$ cat config.mk
export PLATFORM = sky130hd
export DESIGN_NAME = imem_boot_loader_flat
export DESIGN_NICKNAME = d
export VERILOG_FILES = /design/src/rtl/boot_pkg.sv /design/src/rtl/imem_boot_loader_if.sv /design/src/rtl/boot_word_packer.sv /design/src/rtl/imem_boot_loader.sv /design/src/flat_wrapper.sv
export SDC_FILE = /design/constraint.sdc
export NUM_CORES = 1
export LEC_CHECK = 0
export CORE_MARGIN = 2
export CORE_UTILIZATION = 57
export CTS_BUF_LIST = sky130_fd_sc_hd__clkbuf_4 sky130_fd_sc_hd__clkbuf_8 sky130_fd_sc_hd__clkbuf_16
export DETAILED_ROUTE_END_ITERATION = 10
export PLACE_DENSITY = 0.91
export SLEW_MARGIN = 20
export SYNTH_ARGS = -nofsm -noshare
export SYNTH_HDL_FRONTEND = slang
export SYNTH_HIERARCHICAL = 1
export SYNTH_SLANG_ARGS = --single-unit
$ cat constraint.sdc
create_clock -name clk -period 3.9 [get_ports clk]
set_clock_uncertainty 0.15 [all_clocks]
set_input_delay 0.78 -clock clk [delete_from_list [all_inputs] [get_ports clk]]
set_output_delay 0.78 -clock clk [all_outputs]
set_load 0.02 [all_outputs]
$ cat src/rtl/boot_pkg.sv
// Shared types and constants for the instruction-memory boot loader.
package boot_pkg;

  typedef enum logic [2:0] {
    ST_IDLE = 3'd0,
    ST_LEN0 = 3'd1,
    ST_LEN1 = 3'd2,
    ST_DATA = 3'd3,
    ST_CHK  = 3'd4,
    ST_RUN  = 3'd5,
    ST_ERR  = 3'd6
  } boot_state_t;

  localparam logic [7:0] BOOT_MAGIC     = 8'hA5;
  localparam int         BYTES_PER_WORD = 4;
  localparam int         WORD_CNT_W     = 17;

endpackage

$ cat src/rtl/imem_boot_loader_if.sv
// Byte-stream input and instruction-memory write port of the boot loader.
interface imem_boot_loader_if #(
  parameter int size       = 32,
  parameter int ADDR_WIDTH = 10
);
  logic [7:0]            rx_data;
  logic                  rx_valid;
  logic                  rx_ready;
  logic                  imem_we;
  logic [ADDR_WIDTH-1:0] imem_addr;
  logic [size-1:0]       imem_wdata;

  modport master (
    input  rx_data, rx_valid,
    output rx_ready, imem_we, imem_addr, imem_wdata
  );

  modport slave (
    output rx_data, rx_valid,
    input  rx_ready, imem_we, imem_addr, imem_wdata
  );
endinterface

$ cat src/rtl/boot_word_packer.sv
// Packs little-endian bytes into instruction words; first byte lands in bits [7:0].
module boot_word_packer
  import boot_pkg::*;
#(
  parameter int size = 32
) (
  input  logic            clk,
  input  logic            reset,
  input  logic            clear,
  input  logic            byte_valid,
  input  logic [7:0]      byte_data,
  output logic            word_valid,
  output logic [size-1:0] word
);

  logic [size-9:0] shreg;
  logic [1:0]      byte_cnt;

  // The last byte bypasses the shift register so the word is ready on its handshake.
  assign word_valid = byte_valid && (byte_cnt == 2'(BYTES_PER_WORD - 1));
  assign word       = {byte_data, shreg};

  always_ff @(posedge clk or negedge reset) begin
    if (!reset) begin
      shreg    <= '0;
      byte_cnt <= 2'd0;
    end else if (clear) begin
      shreg    <= '0;
      byte_cnt <= 2'd0;
    end else if (byte_valid) begin
      shreg    <= {byte_data, shreg[size-9:8]};
      byte_cnt <= byte_cnt + 2'd1;
    end
  end

endmodule

$ cat src/rtl/imem_boot_loader.sv
// Receives a checksummed program frame, writes it to instruction memory and
// releases the core from reset once the checksum matches.
module imem_boot_loader
  import boot_pkg::*;
#(
  parameter int size       = 32,
  parameter int ADDR_WIDTH = 10
) (
  input  logic               clk,
  input  logic               reset,
  input  logic               reload,
  imem_boot_loader_if.master bus,
  output logic               core_reset,
  output logic               load_done,
  output logic               load_error
);

  // state | meaning
  // IDLE  | hunting for magic byte
  // LEN0  | expecting word count low byte
  // LEN1  | expecting word count high byte
  // DATA  | packing and writing words
  // CHK   | expecting checksum byte
  // RUN   | image loaded, core released
  // ERR   | frame failed, hunting for magic

  localparam logic [WORD_CNT_W-1:0] DEPTH = WORD_CNT_W'(1) << ADDR_WIDTH;

  boot_state_t           state;
  logic [15:0]           len;
  logic [WORD_CNT_W-1:0] word_cnt;
  logic [7:0]            xor_acc;

  logic            hs;
  logic            frame_start;
  logic            pk_clear;
  logic            pk_valid;
  logic            word_valid;
  logic [size-1:0] word;
  logic [15:0]     len_full;
  logic            oversize;
  logic            last_word;

  assign bus.rx_ready = (state != ST_RUN);
  assign hs           = bus.rx_valid && bus.rx_ready;

  assign frame_start = hs && !reload && (bus.rx_data == BOOT_MAGIC)
                       && ((state == ST_IDLE) || (state == ST_ERR));
  assign pk_clear    = reload || frame_start;
  assign pk_valid    = hs && !reload && (state == ST_DATA);

  assign len_full  = {bus.rx_data, len[7:0]};
  assign oversize  = {1'b0, len_full} > DEPTH;
  assign last_word = (word_cnt + WORD_CNT_W'(1)) == {1'b0, len};

  boot_word_packer #(.size(size)) u_packer (
    .clk        (clk),
    .reset      (reset),
    .clear      (pk_clear),
    .byte_valid (pk_valid),
    .byte_data  (bus.rx_data),
    .word_valid (word_valid),
    .word       (word)
  );

  always_ff @(posedge clk or negedge reset) begin
    if (!reset) begin
      state          <= ST_IDLE;
      len            <= '0;
      word_cnt       <= '0;
      xor_acc        <= '0;
      bus.imem_we    <= 1'b0;
      bus.imem_addr  <= '0;
      bus.imem_wdata <= '0;
      core_reset     <= 1'b0;
      load_done      <= 1'b0;
      load_error     <= 1'b0;
    end else begin
      bus.imem_we <= 1'b0;
      if (reload) begin
        state      <= ST_IDLE;
        len        <= '0;
        word_cnt   <= '0;
        xor_acc    <= '0;
        core_reset <= 1'b0;
        load_done  <= 1'b0;
        load_error <= 1'b0;
      end else if (hs) begin
        case (state)
          ST_IDLE: begin
            if (bus.rx_data == BOOT_MAGIC) begin
              state    <= ST_LEN0;
              word_cnt <= '0;
              xor_acc  <= '0;
            end
          end
          ST_LEN0: begin
            len[7:0] <= bus.rx_data;
            xor_acc  <= xor_acc ^ bus.rx_data;
            state    <= ST_LEN1;
          end
          ST_LEN1: begin
            len[15:8] <= bus.rx_data;
            xor_acc   <= xor_acc ^ bus.rx_data;
            if (oversize) begin
              state      <= ST_ERR;
              load_error <= 1'b1;
            end else if (len_full == 16'd0) begin
              state <= ST_CHK;
            end else begin
              state <= ST_DATA;
            end
          end
          ST_DATA: begin
            xor_acc <= xor_acc ^ bus.rx_data;
            if (word_valid) begin
              bus.imem_we    <= 1'b1;
              bus.imem_addr  <= word_cnt[ADDR_WIDTH-1:0];
              bus.imem_wdata <= word;
              word_cnt       <= word_cnt + WORD_CNT_W'(1);
              if (last_word) state <= ST_CHK;
            end
          end
          ST_CHK: begin
            if (bus.rx_data == xor_acc) begin
              state      <= ST_RUN;
              core_reset <= 1'b1;
              load_done  <= 1'b1;
            end else begin
              state      <= ST_ERR;
              load_error <= 1'b1;
            end
          end
          ST_ERR: begin
            // Earlier writes stay in memory; a new frame simply overwrites them.
            if (bus.rx_data == BOOT_MAGIC) begin
              state      <= ST_LEN0;
              load_error <= 1'b0;
              word_cnt   <= '0;
              xor_acc    <= '0;
            end
          end
          default: state <= ST_IDLE;
        endcase
      end
    end
  end

endmodule

$ cat src/flat_wrapper.sv
// flat-port wrapper written by rule: the top's interface ports become plain ports
module imem_boot_loader_flat import boot_pkg::*;
#(
  parameter int size       = 32,
  parameter int ADDR_WIDTH = 10
)
  (clk, reset, reload, core_reset, load_done, load_error, bus_rx_data, bus_rx_valid, bus_rx_ready, bus_imem_we, bus_imem_addr, bus_imem_wdata);
  imem_boot_loader_if #(.size(size), .ADDR_WIDTH(ADDR_WIDTH)) bus_i ();
  input  logic clk;
  input  logic reset;
  input  logic reload;
  output logic core_reset;
  output logic load_done;
  output logic load_error;
  input wire logic [$bits(bus_i.rx_data)-1:0] bus_rx_data;
  input wire logic [$bits(bus_i.rx_valid)-1:0] bus_rx_valid;
  output wire logic [$bits(bus_i.rx_ready)-1:0] bus_rx_ready;
  output wire logic [$bits(bus_i.imem_we)-1:0] bus_imem_we;
  output wire logic [$bits(bus_i.imem_addr)-1:0] bus_imem_addr;
  output wire logic [$bits(bus_i.imem_wdata)-1:0] bus_imem_wdata;
  assign bus_i.rx_data = bus_rx_data;
  assign bus_i.rx_valid = bus_rx_valid;
  assign bus_rx_ready = bus_i.rx_ready;
  assign bus_imem_we = bus_i.imem_we;
  assign bus_imem_addr = bus_i.imem_addr;
  assign bus_imem_wdata = bus_i.imem_wdata;
  imem_boot_loader #(.size(size), .ADDR_WIDTH(ADDR_WIDTH)) u_core (.clk(clk), .reset(reset), .reload(reload), .bus(bus_i), .core_reset(core_reset), .load_done(load_done), .load_error(load_error));
endmodule
# Word-level counts from Yosys, hierarchy flattened
# Cells that the tools add are included.
word_totals:
  register_bits: 115
  in_bits: 12
  output_inout_bits: 47
  wordCells: 103
op_classes:
  add_sub_neg: 2
  magnitude_cmp: 1
  n_eq_ne: 16
  n_mux: 40
  n_bitwise: 2
  reduce_logical: 30
op_table:
  columns: ["operator", "count"]
  rows:
  - ["$mux 17", 4]
  - ["$mux 24", 2]
  - ["$mux 8", 5]
  - ["$pmux 17 s2", 1]
  - ["$mux 16", 2]
  - ["$mux 3", 7]
  - ["$add 17x1->17 const B", 1]
  - ["$eq 17x16->1", 1]
  - ["$gt 16x11->1 const B", 1]
  - ["$logic_not 16->1", 1]
  - ["$pmux 8 s2", 1]
  - ["$pmux 3 s5", 1]
  - ["$mux 1", 13]
  - ["$ne 3x3->1 const B", 4]
  - ["$reduce_and 4->1", 3]
  - ["$reduce_bool 2->1", 6]
  - ["$eq 8x8->1", 1]
  - ["$eq 8x8->1 const B", 1]
  - ["$xor 8x8->8", 1]
  - ["$eq 3x2->1 const B", 2]
  - ["$eq 3x3->1 const B", 2]
  - ["$logic_and 1x1->1", 6]
  - ["$mux 2", 3]
  - ["$ne 3x2->1 const B", 2]
  - ["16 further kinds", 20]

# Logic depth before layout (Yosys ltp)
logic_depth:
  depth_word: 9
  depth_mapped: 14
  depth_no_buf: 10

# Cells and area by module
# Netlist, hierarchy kept.
by_module_without_submodules:
  columns: ["mod", "instances", "cells_per_inst", "area_per_inst_um2", "seq_area_each_um2"]
  rows:
  - ["imem_boot_loader", 1, 574, 4764.6, 2227.1]
  - ["boot_word_packer", 1, 94, 1153.6, 650.6]

# Worst setup path after synthesis
# No wires, ideal clock.
synth_path:
  path_kind: "input-to-reg"
  startpoint: "in reload"
  endpoint: "reg u_core.state[2]"
  setup_time_ns: 0.064
  t_arrival_ns: 2.803
  required_ns: 3.686
  setup_slack_ns: 0.883
  cell_stages: 11
  n_path_buf: 3
  path_cell_list: "clkbuf_1 > nor3_1 > buf_6 > buf_12 > and2_1 > nor3b_1 > o21ai_1 > o311ai_2 > or4b_1 > a21oi_1 > a21o_1"
synth_between:
  elab_chain_cells: 6
  word_cells_on_any_way: 10
  classes_between: "eq/ne: 3; mux: 1; reduce/logical: 6"
synth_lines:
  columns: ["element", "line_no", "text"]
  rows:
  - ["from (decl)", "flat_wrapper.sv:11", "input logic reload;"]
  - ["$logic_not 1->1", "imem_boot_loader.sv:50", "assign pk_valid = hs && !reload && (state == ST_DATA);"]
  - ["$logic_and 1x1->1 (2 in a row)", "imem_boot_loader.sv:50", null]
  - ["via u_core.pk_valid", "imem_boot_loader.sv:37", "logic pk_valid;"]
  - ["$logic_and 1x1->1", "boot_word_packer.sv:20", "assign word_valid = byte_valid && (byte_cnt == 2'(BYTES_PER_WORD - 1));"]
  - ["via u_core.word_valid", "imem_boot_loader.sv:38", "logic word_valid;"]
  - ["$ne 3x3->1 (no source line)", null, null]
  - ["$reduce_and 4->1 (no source line)", null, null]
  - ["to (signal assigned)", "imem_boot_loader.sv:68", "state <= ST_IDLE;"]
  - ["to (signal assigned)", "imem_boot_loader.sv:81", "state <= ST_IDLE;"]
  - ["to (signal assigned)", "imem_boot_loader.sv:92", "state <= ST_LEN0;"]
  - ["to (decl)", "imem_boot_loader.sv:29", "boot_state_t state;"]
# The timed path passes the listed nets, and every way through them passes these cells.
# A chain may end at the register's enable or synchronous reset.

# Worst setup path after layout
layout_path:
  startpoint: "reg u_core.word_cnt[0]"
  endpoint: "reg u_core.state[0]"
layout_between:
  elab_chain_cells: 4
layout_lines:
  columns: ["element", "line_no", "text"]
  rows:
  - ["from (decl)", "imem_boot_loader.sv:31", "logic [WORD_CNT_W-1:0] word_cnt;"]
  - ["from (signal assigned)", "imem_boot_loader.sv:120", "word_cnt <= word_cnt + WORD_CNT_W'(1);"]
  - ["$add 17x1->17", "imem_boot_loader.sv:54", "assign last_word = (word_cnt + WORD_CNT_W'(1)) == {1'b0, len};"]
  - ["$eq 17x16->1", "imem_boot_loader.sv:54", null]
  - ["$ne 3x2->1 (no source line)", null, null]
  - ["$reduce_and 4->1 (no source line)", null, null]
# Every way passes these cells.

==> summary.txt <==
Status
  • Status: finished, final reports clean

Power and ir drop
  • Switching portion of total power: 0.2651
  • Share of total power in combinational logic: 0.126
  • Leakage: 3.203 nW
  • PwrDens: 474.4 nW/um^2
  • Switching Power: 0.8934 mW
  • Cell internal pwr: 2.477 mW
  • Part of the power in registers: 0.392
  • Worst IR drop on VDD: 0.0002748 V
  • Fraction of power consumed by the clock network: 0.482

Placed design
  • Detailed Place HPWL: 9578 um
  • Placer Congestion: 0.9138
  • Number of I/O port buffers: 58

Routing
  • Iteration count of the initial detailed-routing pass: 5
  • Count of routing violations after the opening detailed-route iteration: 394
  • Detail-routed via count per cell: 5.987
  • Total Wirelength: 14910 um
  • Via count: 5119
  • Post-route antenna net violation count: 0
  • Number of remaining DRC errors: 0
  • Routed len/inst: 17.44 um

Clocking
  • Clock-pin transition on the worst setup and hold timing paths: 0.06 ns
  • Quantity of hold-fixing buffers added after cts: 0
  • TritonCTS clock tree: done
  • Later-pin clock latency in the skew report: 0.53 ns
  • Post-CTS Repair Setup Buffers: 0
  • Num Clock Sinks: 115
  • Root Buffer: sky130_fd_sc_hd__clkbuf_8
  • Gates resized, CTS repair: 0
  • Number of clock buffers inserted by TritonCTS: 17
  • H-Tree Level Count: 4
  • CTS max path bufs: 2

Finish
  • Total inserted antenna cells: 0
  • Fraction of layout instances using a drive strength above 1: 0.08484
  • Number of nets in the layout: 721
  • Layout Area Growth over Synthesis: 20.04%
  • Filler Cell Count: 733

Die
  • Placeable core region: 10180 um^2
  • Width of the die: 105.9 um
  • DIE AREA: 11210 um^2
  • Number of top-level pins: 59
  • Starting density of the core: 0.5811
  • Placement row count: 37
  • Vertical die dimension: 105.9 um

GRT
  • Total track usage: 0.2836
  • Largest net degree at the start of global routing: 87
  • Total congestion overflow: 0
  • Vias in the first global route: 5113
  • Wire length of the first global-routing pass: 25140 um
  • Initial antenna violation count: 0

Yosys
  • Post-synth EDFFs: 0
  • Synthesized area: 5918 um^2
  • Most used flip-flop cell after synthesis: sky130_fd_sc_hd__dfrtp_1
  • Post-synthesis cell type with the largest combined area: sky130_fd_sc_hd__dfrtp_1
  • Async set-or-reset flop fraction in the synthesized netlist: 1.000
  • Distinct cells, synth: 64
  • Top area cells in the synthesized netlist: sky130_fd_sc_hd__dfrtp_1 49%, sky130_fd_sc_hd__nand2_1 11%, sky130_fd_sc_hd__mux2i_1 4.2%
  • Syn avg cell area: 8.860 um^2
  • Post-synthesis sequential element count: 115
  • Synthesized net count: 682
  • Area share of the largest cell type after synthesis: 0.4863
  • Proportion of synthesized chip area in sequential cells: 0.4863
  • Synthesized instance count: 668
  • Syn. warnings: 6

STA
  • Achievable clock frequency: 0.3328 GHz
  • Setup total negative slack: 0 ns
  • Setup repair after global routing missed its margin: false
  • Worst Hold Slack: 0.1601 ns
  • Max Slew Vio Count: 0
  • Worst relative slew slack: 0.3761
  • Final period util: 0.7705
  • Endpoints failing setup: 0
  • Time the worst path needs with I/O delays and setup: 3.005 ns
  • Number of failing hold endpoints at the final stage: 0
  • Tightest Pin Transition: 0.9287 ns

Critical path
  • Library cell contributing the largest single delay on the critical path: sky130_fd_sc_hd__dfrtp_1
  • CP Cell Sequence: ha_1 -> nand3_1 -> nor2_1 -> and3_1 -> o21ai_0 -> a2111oi_0 -> nor3b_2 -> o22ai_1
  • Critical path data required time: 4.15 ns
  • Element type at the critical path start: flip-flop
  • Worst Setup Path Type: flip-flop to flip-flop
  • Critical path data arrival time: 3.25 ns
  • Top fanout value on the critical path: 9
  • Critical path's largest stage delay: 0.54 ns
  • Type of destination of the critical path: flip-flop

Flow run
  • Maximum Capacitance Violations: 0

Min path
  • Tightest Hold Check Type: input port to async pin
cells in the final DEF (no fill, tap or decap), types with 7 or more instances in the layout:
| cell type | netlist | layout |
|---|---|---|
| sky130_fd_sc_hd__nand2_1 | 177 | 176 |
| sky130_fd_sc_hd__dfrtp_1 | 115 | 115 |
| sky130_fd_sc_hd__nor2_1 | 63 | 63 |
| sky130_fd_sc_hd__clkdlybuf4s50_1 | 0 | 57 |
| sky130_fd_sc_hd__a21oi_1 | 34 | 34 |
| sky130_fd_sc_hd__o21ai_1 | 25 | 25 |
| sky130_fd_sc_hd__mux2i_1 | 25 | 25 |
| sky130_fd_sc_hd__o21ai_0 | 24 | 24 |
| sky130_fd_sc_hd__xnor2_1 | 20 | 20 |
| sky130_fd_sc_hd__clkbuf_16 | 0 | 16 |
| sky130_fd_sc_hd__buf_4 | 12 | 13 |
| sky130_fd_sc_hd__nand2b_1 | 12 | 12 |
| sky130_fd_sc_hd__xor2_1 | 10 | 10 |
| sky130_fd_sc_hd__nor2b_1 | 8 | 8 |
| sky130_fd_sc_hd__nand4_1 | 8 | 8 |
| sky130_fd_sc_hd__nand3_1 | 8 | 8 |
| sky130_fd_sc_hd__nor3_1 | 8 | 7 |
metrics by stage:
step | setup slack (ns) | power, mW | instances | utilization | instance area [um^2]
final | 0.8952 | 3.370 | 855 | 0.6975 | 7104
after global routing | 0.6905 | 3.494 | 855 | 0.6975 | 7104
after CTS | 0.9071 | 3.367 | 855 | 0.6972 | 7101
after detailed placement | 0.4719 | 1.750 | 824 | 0.6362 | 6480
after global placement | 0.6201 | 1.722 | 824 | 0.6362 | 6480
after floorplan | 0.8833 | 1.624 | 668 | - | 5918
critical path: cells and delay by family, from the launching register on:
family / cells / cell delay, ns
compound gates: 3 / 0.61
flops: 1 / 0.54
fa+ha+maj: 1 / 0.36
simple gates: 4 / 1.22
flip-flops by register name, summed over array words and instances (netlist names):
| register | cells |
|---|---|
| u_core/bus.imem_addr | 10 |
| u_core/len | 16 |
| u_core/load_done | 1 |
| u_core/u_packer/shreg | 24 |
| u_core/state | 3 |
| u_core/load_error | 1 |
| u_core/xor_acc | 8 |
| u_core/u_packer/byte_cnt | 2 |
| u_core/word_cnt | 17 |
| u_core/bus.imem_we | 1 |
| u_core/bus.imem_wdata | 32 |
power groups by stage:
stage | Sequential [mW] | Clock, mW | Combinational [mW]
3_3_place_gp | 1.33 | 0 | 0.390
4_1_cts | 1.32 | 1.63 | 0.417
6_report | 1.32 | 1.63 | 0.425
5_1_grt | 1.33 | 1.69 | 0.476
3_5_place_dp | 1.34 | 0 | 0.411
2_1_floorplan | 1.30 | 0 | 0.327
area by class of cell:
type | count | area (um^2) | share of cell area
well taps | 136 | 170.2 | 0.02395
repair buffers | 71 | 679.4 | 0.09563
multi-input cells | 497 | 2738 | 0.3853
clock buffers | 19 | 441.7 | 0.06217
clock inverters | 12 | 178.9 | 0.02518
inverters | 5 | 18.77 | 0.002642
flip-flops and latches | 115 | 2878 | 0.4051
path summary, 6_finish.rpt:
path,startpoint,end,cells past startpoint,slack [ns]
min reg2reg,u_core/bus.imem_wdata[9]$_DFFE_PN0P_,u_core/bus.imem_wdata[9]$_DFFE_PN0P_,2,0.32
min in group clk,u_core/bus.imem_wdata[9]$_DFFE_PN0P_,u_core/bus.imem_wdata[9]$_DFFE_PN0P_,2,0.32
min,reset,u_core/bus.imem_wdata[13]$_DFFE_PN0P_,1,0.16
max reg2reg,u_core/word_cnt[0]$_DFFE_PN0P_,u_core/state[0]$_DFFE_PN0P_,8,0.90
max in group asynchronous,reset,u_core/word_cnt[6]$_DFFE_PN0P_,2,2.70
max,u_core/word_cnt[0]$_DFFE_PN0P_,u_core/state[0]$_DFFE_PN0P_,8,0.90
per-layer routing:
| layer | up-vias | part of all wire | track usage |
|---|---|---|---|
| li1 | 2333 | - | - |
| met1 | 2468 | 0.39 | 0.3713 |
| met2 | 272 | 0.50 | 0.4659 |
| met3 | 46 | 0.082 | 0.06254 |
| met4 | 0 | 0.023 | 0.1071 |
| met5 | - | 0 | 0 |
Yosys cell counts (10+ instances only):
library cell               count
sky130_fd_sc_hd__nand2_1     177
sky130_fd_sc_hd__dfrtp_1     115
sky130_fd_sc_hd__nor2_1       63
sky130_fd_sc_hd__a21oi_1      34
sky130_fd_sc_hd__mux2i_1      25
sky130_fd_sc_hd__o21ai_1      25
sky130_fd_sc_hd__o21ai_0      24
sky130_fd_sc_hd__clkbuf_1     23
sky130_fd_sc_hd__xnor2_1      20
sky130_fd_sc_hd__buf_2        12
sky130_fd_sc_hd__buf_4        12
sky130_fd_sc_hd__nand2b_1     12
sky130_fd_sc_hd__xor2_1       10
cell families after synthesis:
| kind of cell | count (synthesis) | share of synthesized area |
|---|---|---|
| DFF | 115 | 0.4863 |
| buffers and inverters | 56 | 0.05243 |
| xor gates and xnor gates | 30 | 0.04440 |
| AOI/OAI and AO/OA | 122 | 0.1243 |
| and+or+nand+nor | 317 | 0.2442 |
| adders and majority gates | 2 | 0.004228 |
| muxes | 26 | 0.04419 |
Power figures use the tool's default switching activity.
